==> src/rtl/mem_arbiter_if.sv <==
// Port bundle for mem_arbiter: fetch port, load/store port, downstream bus and debug state.
// Handshake: a bus request transfers on a cycle where bus_req_valid_o && bus_req_ready_i; responses are single-cycle bus_resp_valid_i strobes.
interface mem_arbiter_if #(
  parameter int XLEN = 64
);
  logic            if_req_valid_i;
  logic [XLEN-1:0] if_addr_i;
  logic            if_kill_i;
  logic [31:0]     if_rdata_o;
  logic            if_rdata_valid_o;
  logic            ram_stall_valid_if_o;

  logic            mem_req_valid_i;
  logic            mem_we_i;
  logic [XLEN-1:0] mem_addr_i;
  logic [XLEN-1:0] mem_wdata_i;
  logic [7:0]      mem_wmask_i;
  logic [XLEN-1:0] mem_rdata_o;
  logic            mem_rdata_valid_o;
  logic            ram_stall_valid_mem_o;

  logic            bus_req_valid_o;
  logic            bus_req_ready_i;
  logic            bus_we_o;
  logic [XLEN-1:0] bus_addr_o;
  logic [XLEN-1:0] bus_wdata_o;
  logic [7:0]      bus_wmask_o;
  logic            bus_resp_valid_i;
  logic [XLEN-1:0] bus_rdata_i;
  logic            bus_err_o;

  // Debug view of the arbiter FSM: 0=IDLE 1=REQ 2=WAIT 3=DONE
  logic [1:0]      dbg_state;

  modport slave (
    input  if_req_valid_i, if_addr_i, if_kill_i,
    output if_rdata_o, if_rdata_valid_o, ram_stall_valid_if_o,
    input  mem_req_valid_i, mem_we_i, mem_addr_i, mem_wdata_i, mem_wmask_i,
    output mem_rdata_o, mem_rdata_valid_o, ram_stall_valid_mem_o,
    output bus_req_valid_o, bus_we_o, bus_addr_o, bus_wdata_o, bus_wmask_o, bus_err_o,
    input  bus_req_ready_i, bus_resp_valid_i, bus_rdata_i,
    output dbg_state
  );

  modport master (
    output if_req_valid_i, if_addr_i, if_kill_i,
    input  if_rdata_o, if_rdata_valid_o, ram_stall_valid_if_o,
    output mem_req_valid_i, mem_we_i, mem_addr_i, mem_wdata_i, mem_wmask_i,
    input  mem_rdata_o, mem_rdata_valid_o, ram_stall_valid_mem_o,
    input  bus_req_valid_o, bus_we_o, bus_addr_o, bus_wdata_o, bus_wmask_o, bus_err_o,
    output bus_req_ready_i, bus_resp_valid_i, bus_rdata_i,
    input  dbg_state
  );
endinterface

==> src/rtl/mem_arbiter.sv <==
// Two-requester (fetch / load-store) arbiter onto a single downstream bus, one transaction at a time,
// with fetch kill, bus watchdog and load-store priority.
module mem_arbiter #(
  parameter int XLEN     = 64,
  parameter int WDOG_MAX = 255
) (
  input  logic          clk,
  input  logic          rst_n,
  mem_arbiter_if.slave  arb
);

  typedef enum logic [1:0] {
    IDLE = 2'd0,
    REQ  = 2'd1,
    WAIT = 2'd2,
    DONE = 2'd3
  } state_t;

  typedef enum logic {
    OWN_IF  = 1'b0,
    OWN_MEM = 1'b1
  } owner_t;

  localparam int            WW        = $clog2(WDOG_MAX + 1);
  localparam logic [WW-1:0] WDOG_TOP  = WW'(WDOG_MAX);
  localparam logic [WW-1:0] WDOG_LAST = WW'(WDOG_MAX - 1);

  state_t          state_q;
  owner_t          owner_q;
  logic [XLEN-1:0] addr_q;
  logic [XLEN-1:0] wdata_q;
  logic [XLEN-1:0] rdata_q;
  logic            we_q;
  logic [7:0]      wmask_q;
  logic            kill_q;
  logic [WW-1:0]   wdog_q;
  logic            err_q;

  logic            kill_now;
  logic            wdog_hit;
  logic [WW-1:0]   wdog_inc;

  // Kill only ever applies to a fetch that owns the bus.
  assign kill_now = (owner_q == OWN_IF) && arb.if_kill_i;
  assign wdog_hit = (wdog_q >= WDOG_LAST);
  assign wdog_inc = (wdog_q == WDOG_TOP) ? wdog_q : wdog_q + 1'b1;

  always_ff @(posedge clk or negedge rst_n) begin
    if (!rst_n) begin
      state_q <= IDLE;
      owner_q <= OWN_IF;
      addr_q  <= '0;
      wdata_q <= '0;
      rdata_q <= '0;
      we_q    <= 1'b0;
      wmask_q <= '0;
      kill_q  <= 1'b0;
      wdog_q  <= '0;
      err_q   <= 1'b0;
    end else begin
      err_q <= 1'b0;
      case (state_q)
        IDLE: begin
          if (arb.mem_req_valid_i) begin
            owner_q <= OWN_MEM;
            addr_q  <= arb.mem_addr_i;
            we_q    <= arb.mem_we_i;
            wdata_q <= arb.mem_wdata_i;
            wmask_q <= arb.mem_wmask_i;
            kill_q  <= 1'b0;
            wdog_q  <= '0;
            state_q <= REQ;
          end else if (arb.if_req_valid_i) begin
            owner_q <= OWN_IF;
            addr_q  <= arb.if_addr_i;
            we_q    <= 1'b0;
            wdata_q <= '0;
            wmask_q <= '0;
            kill_q  <= 1'b0;
            wdog_q  <= '0;
            state_q <= REQ;
          end
        end
        REQ: begin
          if (kill_now) begin
            state_q <= IDLE;
          end else if (arb.bus_req_ready_i) begin
            wdog_q  <= wdog_inc;
            state_q <= WAIT;
          end else if (wdog_hit) begin
            err_q   <= 1'b1;
            state_q <= IDLE;
          end else begin
            wdog_q  <= wdog_inc;
          end
        end
        WAIT: begin
          // Once accepted, a killed fetch still drains its response; remember the kill until DONE.
          kill_q <= kill_q | kill_now;
          if (arb.bus_resp_valid_i) begin
            rdata_q <= arb.bus_rdata_i;
            state_q <= DONE;
          end else if (wdog_hit) begin
            err_q   <= 1'b1;
            state_q <= IDLE;
          end else begin
            wdog_q  <= wdog_inc;
          end
        end
        DONE: begin
          state_q <= IDLE;
        end
        default: begin
          state_q <= IDLE;
        end
      endcase
    end
  end

  assign arb.bus_req_valid_o  = (state_q == REQ) && !kill_now;
  assign arb.bus_we_o         = we_q;
  assign arb.bus_addr_o       = addr_q;
  assign arb.bus_wdata_o      = wdata_q;
  assign arb.bus_wmask_o      = wmask_q;
  assign arb.bus_err_o        = err_q;

  assign arb.if_rdata_valid_o  = (state_q == DONE) && (owner_q == OWN_IF) && !kill_q;
  assign arb.mem_rdata_valid_o = (state_q == DONE) && (owner_q == OWN_MEM);
  assign arb.if_rdata_o        = addr_q[2] ? rdata_q[63:32] : rdata_q[31:0];
  assign arb.mem_rdata_o       = we_q ? '0 : rdata_q;

  // Stall releases exactly in the cycle the requester's data is delivered.
  assign arb.ram_stall_valid_if_o  = arb.if_req_valid_i &&
                                     !((state_q == DONE) && (owner_q == OWN_IF));
  assign arb.ram_stall_valid_mem_o = arb.mem_req_valid_i &&
                                     !((state_q == DONE) && (owner_q == OWN_MEM));

  assign arb.dbg_state = state_q;

endmodule

==> src/flat_wrapper.sv <==
// flat-port wrapper written by rule: the top's interface ports become plain ports
module mem_arbiter_flat 
#(
  parameter int XLEN     = 64,
  parameter int WDOG_MAX = 255
)
  (clk, rst_n, arb_if_req_valid_i, arb_if_addr_i, arb_if_kill_i, arb_if_rdata_o, arb_if_rdata_valid_o, arb_ram_stall_valid_if_o, arb_mem_req_valid_i, arb_mem_we_i, arb_mem_addr_i, arb_mem_wdata_i, arb_mem_wmask_i, arb_mem_rdata_o, arb_mem_rdata_valid_o, arb_ram_stall_valid_mem_o, arb_bus_req_valid_o, arb_bus_we_o, arb_bus_addr_o, arb_bus_wdata_o, arb_bus_wmask_o, arb_bus_err_o, arb_bus_req_ready_i, arb_bus_resp_valid_i, arb_bus_rdata_i, arb_dbg_state);
  mem_arbiter_if #(.XLEN(XLEN)) arb_i ();
  input  logic clk;
  input  logic rst_n;
  input wire logic [$bits(arb_i.if_req_valid_i)-1:0] arb_if_req_valid_i;
  input wire logic [$bits(arb_i.if_addr_i)-1:0] arb_if_addr_i;
  input wire logic [$bits(arb_i.if_kill_i)-1:0] arb_if_kill_i;
  output wire logic [$bits(arb_i.if_rdata_o)-1:0] arb_if_rdata_o;
  output wire logic [$bits(arb_i.if_rdata_valid_o)-1:0] arb_if_rdata_valid_o;
  output wire logic [$bits(arb_i.ram_stall_valid_if_o)-1:0] arb_ram_stall_valid_if_o;
  input wire logic [$bits(arb_i.mem_req_valid_i)-1:0] arb_mem_req_valid_i;
  input wire logic [$bits(arb_i.mem_we_i)-1:0] arb_mem_we_i;
  input wire logic [$bits(arb_i.mem_addr_i)-1:0] arb_mem_addr_i;
  input wire logic [$bits(arb_i.mem_wdata_i)-1:0] arb_mem_wdata_i;
  input wire logic [$bits(arb_i.mem_wmask_i)-1:0] arb_mem_wmask_i;
  output wire logic [$bits(arb_i.mem_rdata_o)-1:0] arb_mem_rdata_o;
  output wire logic [$bits(arb_i.mem_rdata_valid_o)-1:0] arb_mem_rdata_valid_o;
  output wire logic [$bits(arb_i.ram_stall_valid_mem_o)-1:0] arb_ram_stall_valid_mem_o;
  output wire logic [$bits(arb_i.bus_req_valid_o)-1:0] arb_bus_req_valid_o;
  output wire logic [$bits(arb_i.bus_we_o)-1:0] arb_bus_we_o;
  output wire logic [$bits(arb_i.bus_addr_o)-1:0] arb_bus_addr_o;
  output wire logic [$bits(arb_i.bus_wdata_o)-1:0] arb_bus_wdata_o;
  output wire logic [$bits(arb_i.bus_wmask_o)-1:0] arb_bus_wmask_o;
  output wire logic [$bits(arb_i.bus_err_o)-1:0] arb_bus_err_o;
  input wire logic [$bits(arb_i.bus_req_ready_i)-1:0] arb_bus_req_ready_i;
  input wire logic [$bits(arb_i.bus_resp_valid_i)-1:0] arb_bus_resp_valid_i;
  input wire logic [$bits(arb_i.bus_rdata_i)-1:0] arb_bus_rdata_i;
  output wire logic [$bits(arb_i.dbg_state)-1:0] arb_dbg_state;
  assign arb_i.if_req_valid_i = arb_if_req_valid_i;
  assign arb_i.if_addr_i = arb_if_addr_i;
  assign arb_i.if_kill_i = arb_if_kill_i;
  assign arb_if_rdata_o = arb_i.if_rdata_o;
  assign arb_if_rdata_valid_o = arb_i.if_rdata_valid_o;
  assign arb_ram_stall_valid_if_o = arb_i.ram_stall_valid_if_o;
  assign arb_i.mem_req_valid_i = arb_mem_req_valid_i;
  assign arb_i.mem_we_i = arb_mem_we_i;
  assign arb_i.mem_addr_i = arb_mem_addr_i;
  assign arb_i.mem_wdata_i = arb_mem_wdata_i;
  assign arb_i.mem_wmask_i = arb_mem_wmask_i;
  assign arb_mem_rdata_o = arb_i.mem_rdata_o;
  assign arb_mem_rdata_valid_o = arb_i.mem_rdata_valid_o;
  assign arb_ram_stall_valid_mem_o = arb_i.ram_stall_valid_mem_o;
  assign arb_bus_req_valid_o = arb_i.bus_req_valid_o;
  assign arb_bus_we_o = arb_i.bus_we_o;
  assign arb_bus_addr_o = arb_i.bus_addr_o;
  assign arb_bus_wdata_o = arb_i.bus_wdata_o;
  assign arb_bus_wmask_o = arb_i.bus_wmask_o;
  assign arb_bus_err_o = arb_i.bus_err_o;
  assign arb_i.bus_req_ready_i = arb_bus_req_ready_i;
  assign arb_i.bus_resp_valid_i = arb_bus_resp_valid_i;
  assign arb_i.bus_rdata_i = arb_bus_rdata_i;
  assign arb_dbg_state = arb_i.dbg_state;
  mem_arbiter #(.XLEN(XLEN), .WDOG_MAX(WDOG_MAX)) u_core (.clk(clk), .rst_n(rst_n), .arb(arb_i));
endmodule
==> config.mk <==
export PLATFORM = sky130hd
export DESIGN_NAME = mem_arbiter_flat
export DESIGN_NICKNAME = d
export VERILOG_FILES = /design/src/rtl/mem_arbiter_if.sv /design/src/rtl/mem_arbiter.sv /design/src/flat_wrapper.sv
export SDC_FILE = /design/constraint.sdc
export NUM_CORES = 1
export LEC_CHECK = 0
export ABC_AREA = 1
export CAP_MARGIN = 10
export CORE_AREA = 2 2 202 204
export CTS_CLUSTER_DIAMETER = 150
export CTS_CLUSTER_SIZE = 24
export DETAILED_ROUTE_END_ITERATION = 16
export DIE_AREA = 0 0 204 206
export DONT_BUFFER_PORTS = 1
export PLACE_DENSITY = 0.45
export SYNTH_ARGS = -nofsm -noshare
export SYNTH_HDL_FRONTEND = slang
export SYNTH_SLANG_ARGS = --single-unit
export TNS_END_PERCENT = 1
==> constraint.sdc <==
create_clock -name clk -period 1.5 [get_ports clk]
set_input_delay 0.15 -clock clk [delete_from_list [all_inputs] [get_ports clk]]
set_output_delay 0.15 -clock clk [all_outputs]
set_load 0.01 [all_outputs]
Word level (Yosys, flattened, before mapping) --
Index checks and enable logic that the tools add are counted.
Word-level totals: memory bits (writable) 0, bits in latches 0, flip-flop bits (word level) 214, ROM bits 0, memories 0
Operators by class: $lt $le $gt $ge 1, shift operators 0, add/subtract/negate cells 1, $mul 0, multiplexer cells 32, bitwise logic cells 2, equality and inequality tests 7, reductions and logical operators 19, divide/modulo/power cells 0
Operators with widths (count):
- two-way mux 64 bit | 5
- two-way mux 8 bit | 8
- two-way mux 32 bit | 1
- one-hot mux 8 bit (3 select lines) | 1
- two-way mux 2 bit | 6
- adder 8 x 1 -> 8 bit (second input constant) | 1
- equality test 8 bit (second input constant) | 1
- greater-or-equal comparator 8 bit (second input constant) | 1
- two-way mux 1 bit | 8
- one-hot mux 2 bit (4 select lines) | 1
- logical AND 1 bit | 7
- AND reduction 2 bit | 3
- equality test 2 bit (second input constant) | 2
- zero test 1 bit | 4
- inequality test 2 bit (second input constant) | 2
- one-hot mux 1 bit (2 select lines) | 2
- AND reduction 4 bit | 1
- nonzero test 2 bit | 2
- inequality test 3 bit (second input constant) | 1
- nonzero test 3 bit | 1
- equality test 2 x 1 -> 1 bit (second input constant) | 1
- zero test 2 bit | 1
- NOT 1 bit | 1
- OR 1 bit | 1

Depth between registers and ports, before layout --
word-level depth 6, mapped depth 13, depth with buffers taken out 12

Worst setup path before layout --
Ideal clock, no wire load.
kind register -> register, from reg u_core.state_q[0] (netlist: u_core.arb.dbg_state[0]), to reg u_core.wdog_q[1], slack -207 ps, data arrival time 1591 ps, path buffers 1, cell stages (with the launch flop) 14, path through dfrtp_1 > inv_1 > ha_1 > buf_2 > nor2_1 > nor2_1 > nor2_1 > nor2_4 > nand2_1 > inv_2 > nand2_1 > inv_1 > nand2_1 > nand2_1
On the way: word-level cells in the longest chain between the ends 3
Ends and longest elaborated chain:
- start: declaration | RTL line mem_arbiter.sv:28 | state_t state_q;
- start signal: assignment | RTL line mem_arbiter.sv:50 | state_q <= IDLE;
- start signal: assignment | RTL line mem_arbiter.sv:72 | state_q <= REQ;
- start signal: assignment | RTL line mem_arbiter.sv:81 | state_q <= REQ;
- equality test 2 x 1 -> 1 bit (tied with other cells) | RTL line mem_arbiter.sv:62 | case (state_q)
- inequality test 2 bit (no source line) (tied with other cells)
- AND reduction 4 bit (no source line)
- end signal: assignment | RTL line mem_arbiter.sv:88 | wdog_q <= wdog_inc;
- end signal: assignment | RTL line mem_arbiter.sv:94 | wdog_q <= wdog_inc;
- end signal: assignment | RTL line mem_arbiter.sv:107 | wdog_q <= wdog_inc;
- end: declaration | RTL line mem_arbiter.sv:36 | logic [WW-1:0] wdog_q;
Parallel ways exist; a longest one is shown, timed or not. A chain may end at the register's enable or synchronous reset.

Worst setup path in the final report --
from reg u_core.addr_q[2] (netlist: u_core.arb.bus_addr_o[2]), to out arb_if_rdata_o[28]
On the way: word-level cells in the longest chain between the ends 1
Ends and longest elaborated chain:
- start: declaration | RTL line mem_arbiter.sv:30 | logic [XLEN-1:0] addr_q;
- start signal: assignment | RTL line mem_arbiter.sv:66 | addr_q <= arb.mem_addr_i;
- start signal: assignment | RTL line mem_arbiter.sv:75 | addr_q <= arb.if_addr_i;
- two-way mux 32 bit | RTL line mem_arbiter.sv:129 | assign arb.if_rdata_o = addr_q[2] ? rdata_q[63:32] : rdata_q[31:0];
- end: declaration | RTL line flat_wrapper.sv:14 | output wire logic [$bits(arb_i.if_rdata_o)-1:0] arb_if_rdata_o;
Every way passes these cells.

==> impl.org <==
** Setup path
- On the worst path, the slowest cell contributes a delay of just over 0.6 ns.
- The critical path goes through buf_6 > clkbuf_16 > o21ai_4.
- The critical path is of the flip-flop to primary output type.
- Among all stages on the critical path, the largest delay is contributed by sky130_fd_sc_hd__dfrtp_4.
- Worst Path Required :: 1.35 ns
- Kind of cell adding the most delay to the critical path :: flip-flops
- The worst setup path is captured at a primary output.
- STA classifies the critical path startpoint as a flip-flop.
- Measured in cells, the most critical reg-to-reg path has a length of 8.
- Critical path fanouts, max :: 8
- Total buffers and inverters traversed by the critical path :: 2
- The setup check on the worst reg-to-reg path leaves a slack of -0.17 ns.
- STA puts the critical path data arrival time at roughly 1.6 ns.
- Reg-to-reg startpoint :: u_core.arb.dbg_state[0]
- Critical register-to-register path endpoint :: u_core.arb.bus_addr_o[54]

** STA
- Number of max-slew violations in the final report :: 0
- In the post-route analysis, the smallest setup slack over all paths is -0.279 ns.
- Max_slew headroom :: 71.0%
- Adding up every negative setup slack in the final design gives -20.24 ns.
- Across all hold checks on the routed design, the worst slack comes to -0.648 ns.
- Hold violation total from the final report :: approximately 280
- Final setup violation count :: 250
- The final critical path takes up 119% of the cycle.
- Transition at the pin with the smallest max-transition slack :: around 0.43 ns
- Final setup skew :: about 0.013 ns
- Clock period minus final worst setup slack :: between 1.5 and 2 ns
- Fmax :: 562 MHz
- Setup repair after global routing could not meet its margin everywhere.

** Detailed routing
- Post-detailed-route DRC marker count :: 0
- Drt total wl :: between 30 and 40 mm
- Antenna Violating Nets Remaining :: 0
- Initial detailed-routing violation count :: 707
- Using the TritonRoute via totals, the vias-per-cell ratio works out to 4.66.
- Total number of vias :: 9895
- After detailed routing, the average wire length per cell comes to 17.4 µm.
- Before antenna repair, the detailed router went through 8 iterations.

** Synthesis
- Counting distinct cell types in the post-synthesis netlist gives 27.
- Counting every instance in the synthesized netlist gives 1244.
- Synthesis produced a netlist with a net count of 1523.
- In this run the cell area of the synthesized design comes to just under 0.01 mm².
- Syn avg cell area :: 7.90 µm²
- After synthesis, the largest area contributor takes up 54.5% of total cell area.
- Sequential fraction of the synthesis area :: 54.5%
- Count of yosys warnings during synthesis :: 0
- Post-synthesis cell type with the largest combined area :: sky130_fd_sc_hd__dfrtp_1
- Flop and latch count out of synthesis :: 214
- Yosys attributes the largest share of cell area to sky130_fd_sc_hd__dfrtp_1 (55%), sky130_fd_sc_hd__nand2_1 (16%), sky130_fd_sc_hd__nor2_1 (5.5%).

** GRT
- After global routing the overflow that remains totals 0.
- The via count of the first global-routing pass came to 9937.
- For met1 alone, demand over resource in global routing was between 10% and 20%.
- Number of antenna violations at the first check in global routing :: 1
- Total GRT Usage :: between 10% and 20%
- In the global route stage, met2 resource usage came out at 29.0%.
- The first global-routing pass estimated 54.9 mm of wire.
- Routing usage on met3 :: 4.24%
- Maximum number of pins on one net before global-route repair :: approximately 220
- The global routing stage identified its most utilized layer as met2.

** Finish
- In the layout the commonest cells are sky130_fd_sc_hd__nand2_1 (408), sky130_fd_sc_hd__dlygate4sd3_1 (336), sky130_fd_sc_hd__dfrtp_1 (210).
- Fraction of layout instances using a drive strength above 1 :: 11.7%
- Compared with the post-synthesis result, the final layout area differs by 53.9%.
- The net count of the finished layout is 1869.
- The number of antenna diodes in the final layout is 0.
- Most common library cell in the layout ignoring fill and taps :: sky130_fd_sc_hd__nand2_1
- Counting the fill cells in the layout gives 3897.
- After the flow finishes, the layout carries non-filler instances totaling 2125.
- At the end of the flow the core is filled with cells to 37.6%.

** Min path
- Hold crit path type :: primary input to async pin

** Power
- The analysis attributes to cell leakage a power of 6.89 nW.
- The internal power of the cells totals 14.8 mW.
- Final Power :: 26.9 mW
- Net switching is 45.0% of the power.
- Sequential share of power :: a little over two fifths
- VDD IR-drop max :: roughly 1.1 mV
- Per report_power, the clock group accounts for 13.5% of the total.
- For this design the total switching power over the nets is about 12 mW.
- Combinational cells account for 43.7% of the total power.
- Power spread over the standard cell area amounts to between 1500 and 2000 mW/mm².

** Clock network
- The longest clock path from root to sink contains 3 buffers.
- CTS built an H-tree with a depth of 1.
- Total clock sinks :: 214
- Number of buffers created by CTS :: 12
- TritonCTS built the clock tree.
- The root buffer cell chosen for the clock tree is sky130_fd_sc_hd__clkbuf_16.
- After clock tree synthesis, the flow added hold-fix buffers numbering 337.
- After clock tree synthesis, the clock-pin slew on the worst setup and hold paths is around 0.11 ns.
- Clock latency on the worst-skew pair, taken at its later pin, is 0.49 ns.

** Placement
- Cells after DPL :: 1757
- Buffers placed on the I/O ports in this run total 0.
- Routability-driven placement congestion ratio :: 0.814
- The wire-length estimate of the detail-placed layout is between 20 and 25 mm.

** Floorplanning
- Die H :: about 210 µm
- The total area inside the core boundary comes to 0.0402 mm².
- In this run the count of I/O pins placed on the die edge is 513.
- Effective utilization at floorplan :: 24.5%
- The die is 204 µm wide.
- Row generation in the floorplan step produced 74 rows.
- Die area :: 0.0420 mm²

** Run
- Number of maximum-capacitance constraint violations :: 0

** Run status
- Violations in the final reports :: hold timing, setup timing
- The flow ran to the end, but the final reports show violations.
worst reg2reg max path, stage by stage (launching register included):
cell and delay (ns):
sky130_fd_sc_hd__dfrtp_2 0.46, sky130_fd_sc_hd__inv_2 0.10, sky130_fd_sc_hd__ha_4 0.14, sky130_fd_sc_hd__inv_2 0.04
sky130_fd_sc_hd__nor2_4 0.19, sky130_fd_sc_hd__buf_12 0.20, sky130_fd_sc_hd__buf_12 0.20, sky130_fd_sc_hd__nor2_1 0.08
sky130_fd_sc_hd__a31oi_1 0.17
how the worst max path moves through the flow:
| stage | start | to | slack [ns] | cells past startpoint |
|---|---|---|---|---|
| floorplan | u_core.arb.dbg_state[0] | u_core.arb.bus_addr_o[10] | -0.05 | 7 |
| global placement | u_core.arb.dbg_state[1] | u_core.arb.bus_addr_o[11] | -0.11 | 8 |
| detailed placement | u_core.arb.dbg_state[1] | u_core.arb.bus_addr_o[43] | -0.18 | 8 |
| CTS | u_core.arb.bus_addr_o[2] | arb_if_rdata_o[10] | -0.32 | 4 |
| global route | u_core.arb.bus_addr_o[2] | arb_if_rdata_o[28] | -0.35 | 3 |
| finish | u_core.arb.bus_addr_o[2] | arb_if_rdata_o[28] | -0.28 | 3 |
routing by layer:
| metal | vias up | routed length, µm |
|---|---|---|
| li1 | 4645 | - |
| met3 | 91 | 2870 |
| met1 | 4665 | 14100 |
| met5 | - | 13 |
| met4 | 2 | 1470 |
| met2 | 492 | 18600 |
state kept, by name, indices dropped and copies added (netlist names), 2 cells and up:
register,cells
u_core.arb.bus_addr_o,64
u_core.arb.bus_wdata_o,64
u_core.rdata_q,64
u_core.arb.bus_wmask_o,8
u_core.wdog_q,8
u_core.arb.dbg_state,2
area by class of cell:
class	count	area [µm²]	area share, %
sequential	214	5360	35.5
timing repair buffer	413	4280	28.3
multi-input combinational	860	4120	27.3
tap	532	666	4.40
clock buffer	17	350	2.32
inverter	89	340	2.25
logic make-up (layout without fill, tap and decap cells):
kind of cell	after synthesis	in the layout	share of synthesized area (%)
simple gates	671	671	27.4
flops	214	214	54.5
compound gates	181	181	10.1
buf+inv	170	519	6.97
fa+ha+maj	7	7	0.891
xor+xnor	1	1	0.0892
synth_stat cells:
| library cell | instances |
|---|---|
| sky130_fd_sc_hd__nand2_1 | 424 |
| sky130_fd_sc_hd__nand4_1 | 4 |
| sky130_fd_sc_hd__dfrtp_1 | 214 |
| sky130_fd_sc_hd__clkbuf_1 | 32 |
| sky130_fd_sc_hd__nor3_1 | 1 |
| sky130_fd_sc_hd__nor2_4 | 4 |
| sky130_fd_sc_hd__inv_2 | 4 |
| sky130_fd_sc_hd__a21boi_0 | 1 |
| sky130_fd_sc_hd__o21ai_0 | 104 |
| sky130_fd_sc_hd__a31oi_1 | 65 |
| sky130_fd_sc_hd__nor2_2 | 3 |
| sky130_fd_sc_hd__nor3b_1 | 1 |
| sky130_fd_sc_hd__inv_1 | 85 |
| sky130_fd_sc_hd__nand3_1 | 86 |
| sky130_fd_sc_hd__ha_1 | 7 |
| sky130_fd_sc_hd__buf_1 | 16 |
| sky130_fd_sc_hd__o21ai_1 | 1 |
| sky130_fd_sc_hd__nor2_1 | 145 |
| sky130_fd_sc_hd__o22ai_1 | 2 |
| sky130_fd_sc_hd__xor2_1 | 1 |
| sky130_fd_sc_hd__buf_4 | 2 |
| sky130_fd_sc_hd__nand3b_1 | 1 |
| sky130_fd_sc_hd__nand2_4 | 1 |
| sky130_fd_sc_hd__nand2_2 | 1 |
| sky130_fd_sc_hd__o211ai_1 | 2 |
| sky130_fd_sc_hd__a21oi_1 | 6 |
| sky130_fd_sc_hd__buf_2 | 31 |
per-stage QoR:
stage          cell area (µm²)  setup WS [ns]
3_5_place_dp             10800         -0.179
5_1_grt                  15100         -0.350
6_report                 15100         -0.279
2_1_floorplan             9840        -0.0471
4_1_cts                  14900         -0.316
3_3_place_gp             10800         -0.111
timing repair:
action	4_1_cts	5_1_grt
pin swaps	9	9
cloned	4	1
setup endpoints to repair	299	315
endpoints found under the hold margin	420	288
buffers inserted	1	8
resized for setup	96	39
power groups by stage:
stage | clock (mW) | sequential [mW] | combinational (mW)
after CTS | 3.87 | 11.5 | 11.2
after global placement | 0 | 11.5 | 9.14
final | 3.64 | 11.5 | 11.8
after global routing | 4.05 | 11.8 | 12.9
after floorplan | 0 | 10.6 | 6.51
after detailed placement | 0 | 11.4 | 9.30
Note: power is estimated with default switching activity, not from simulation.
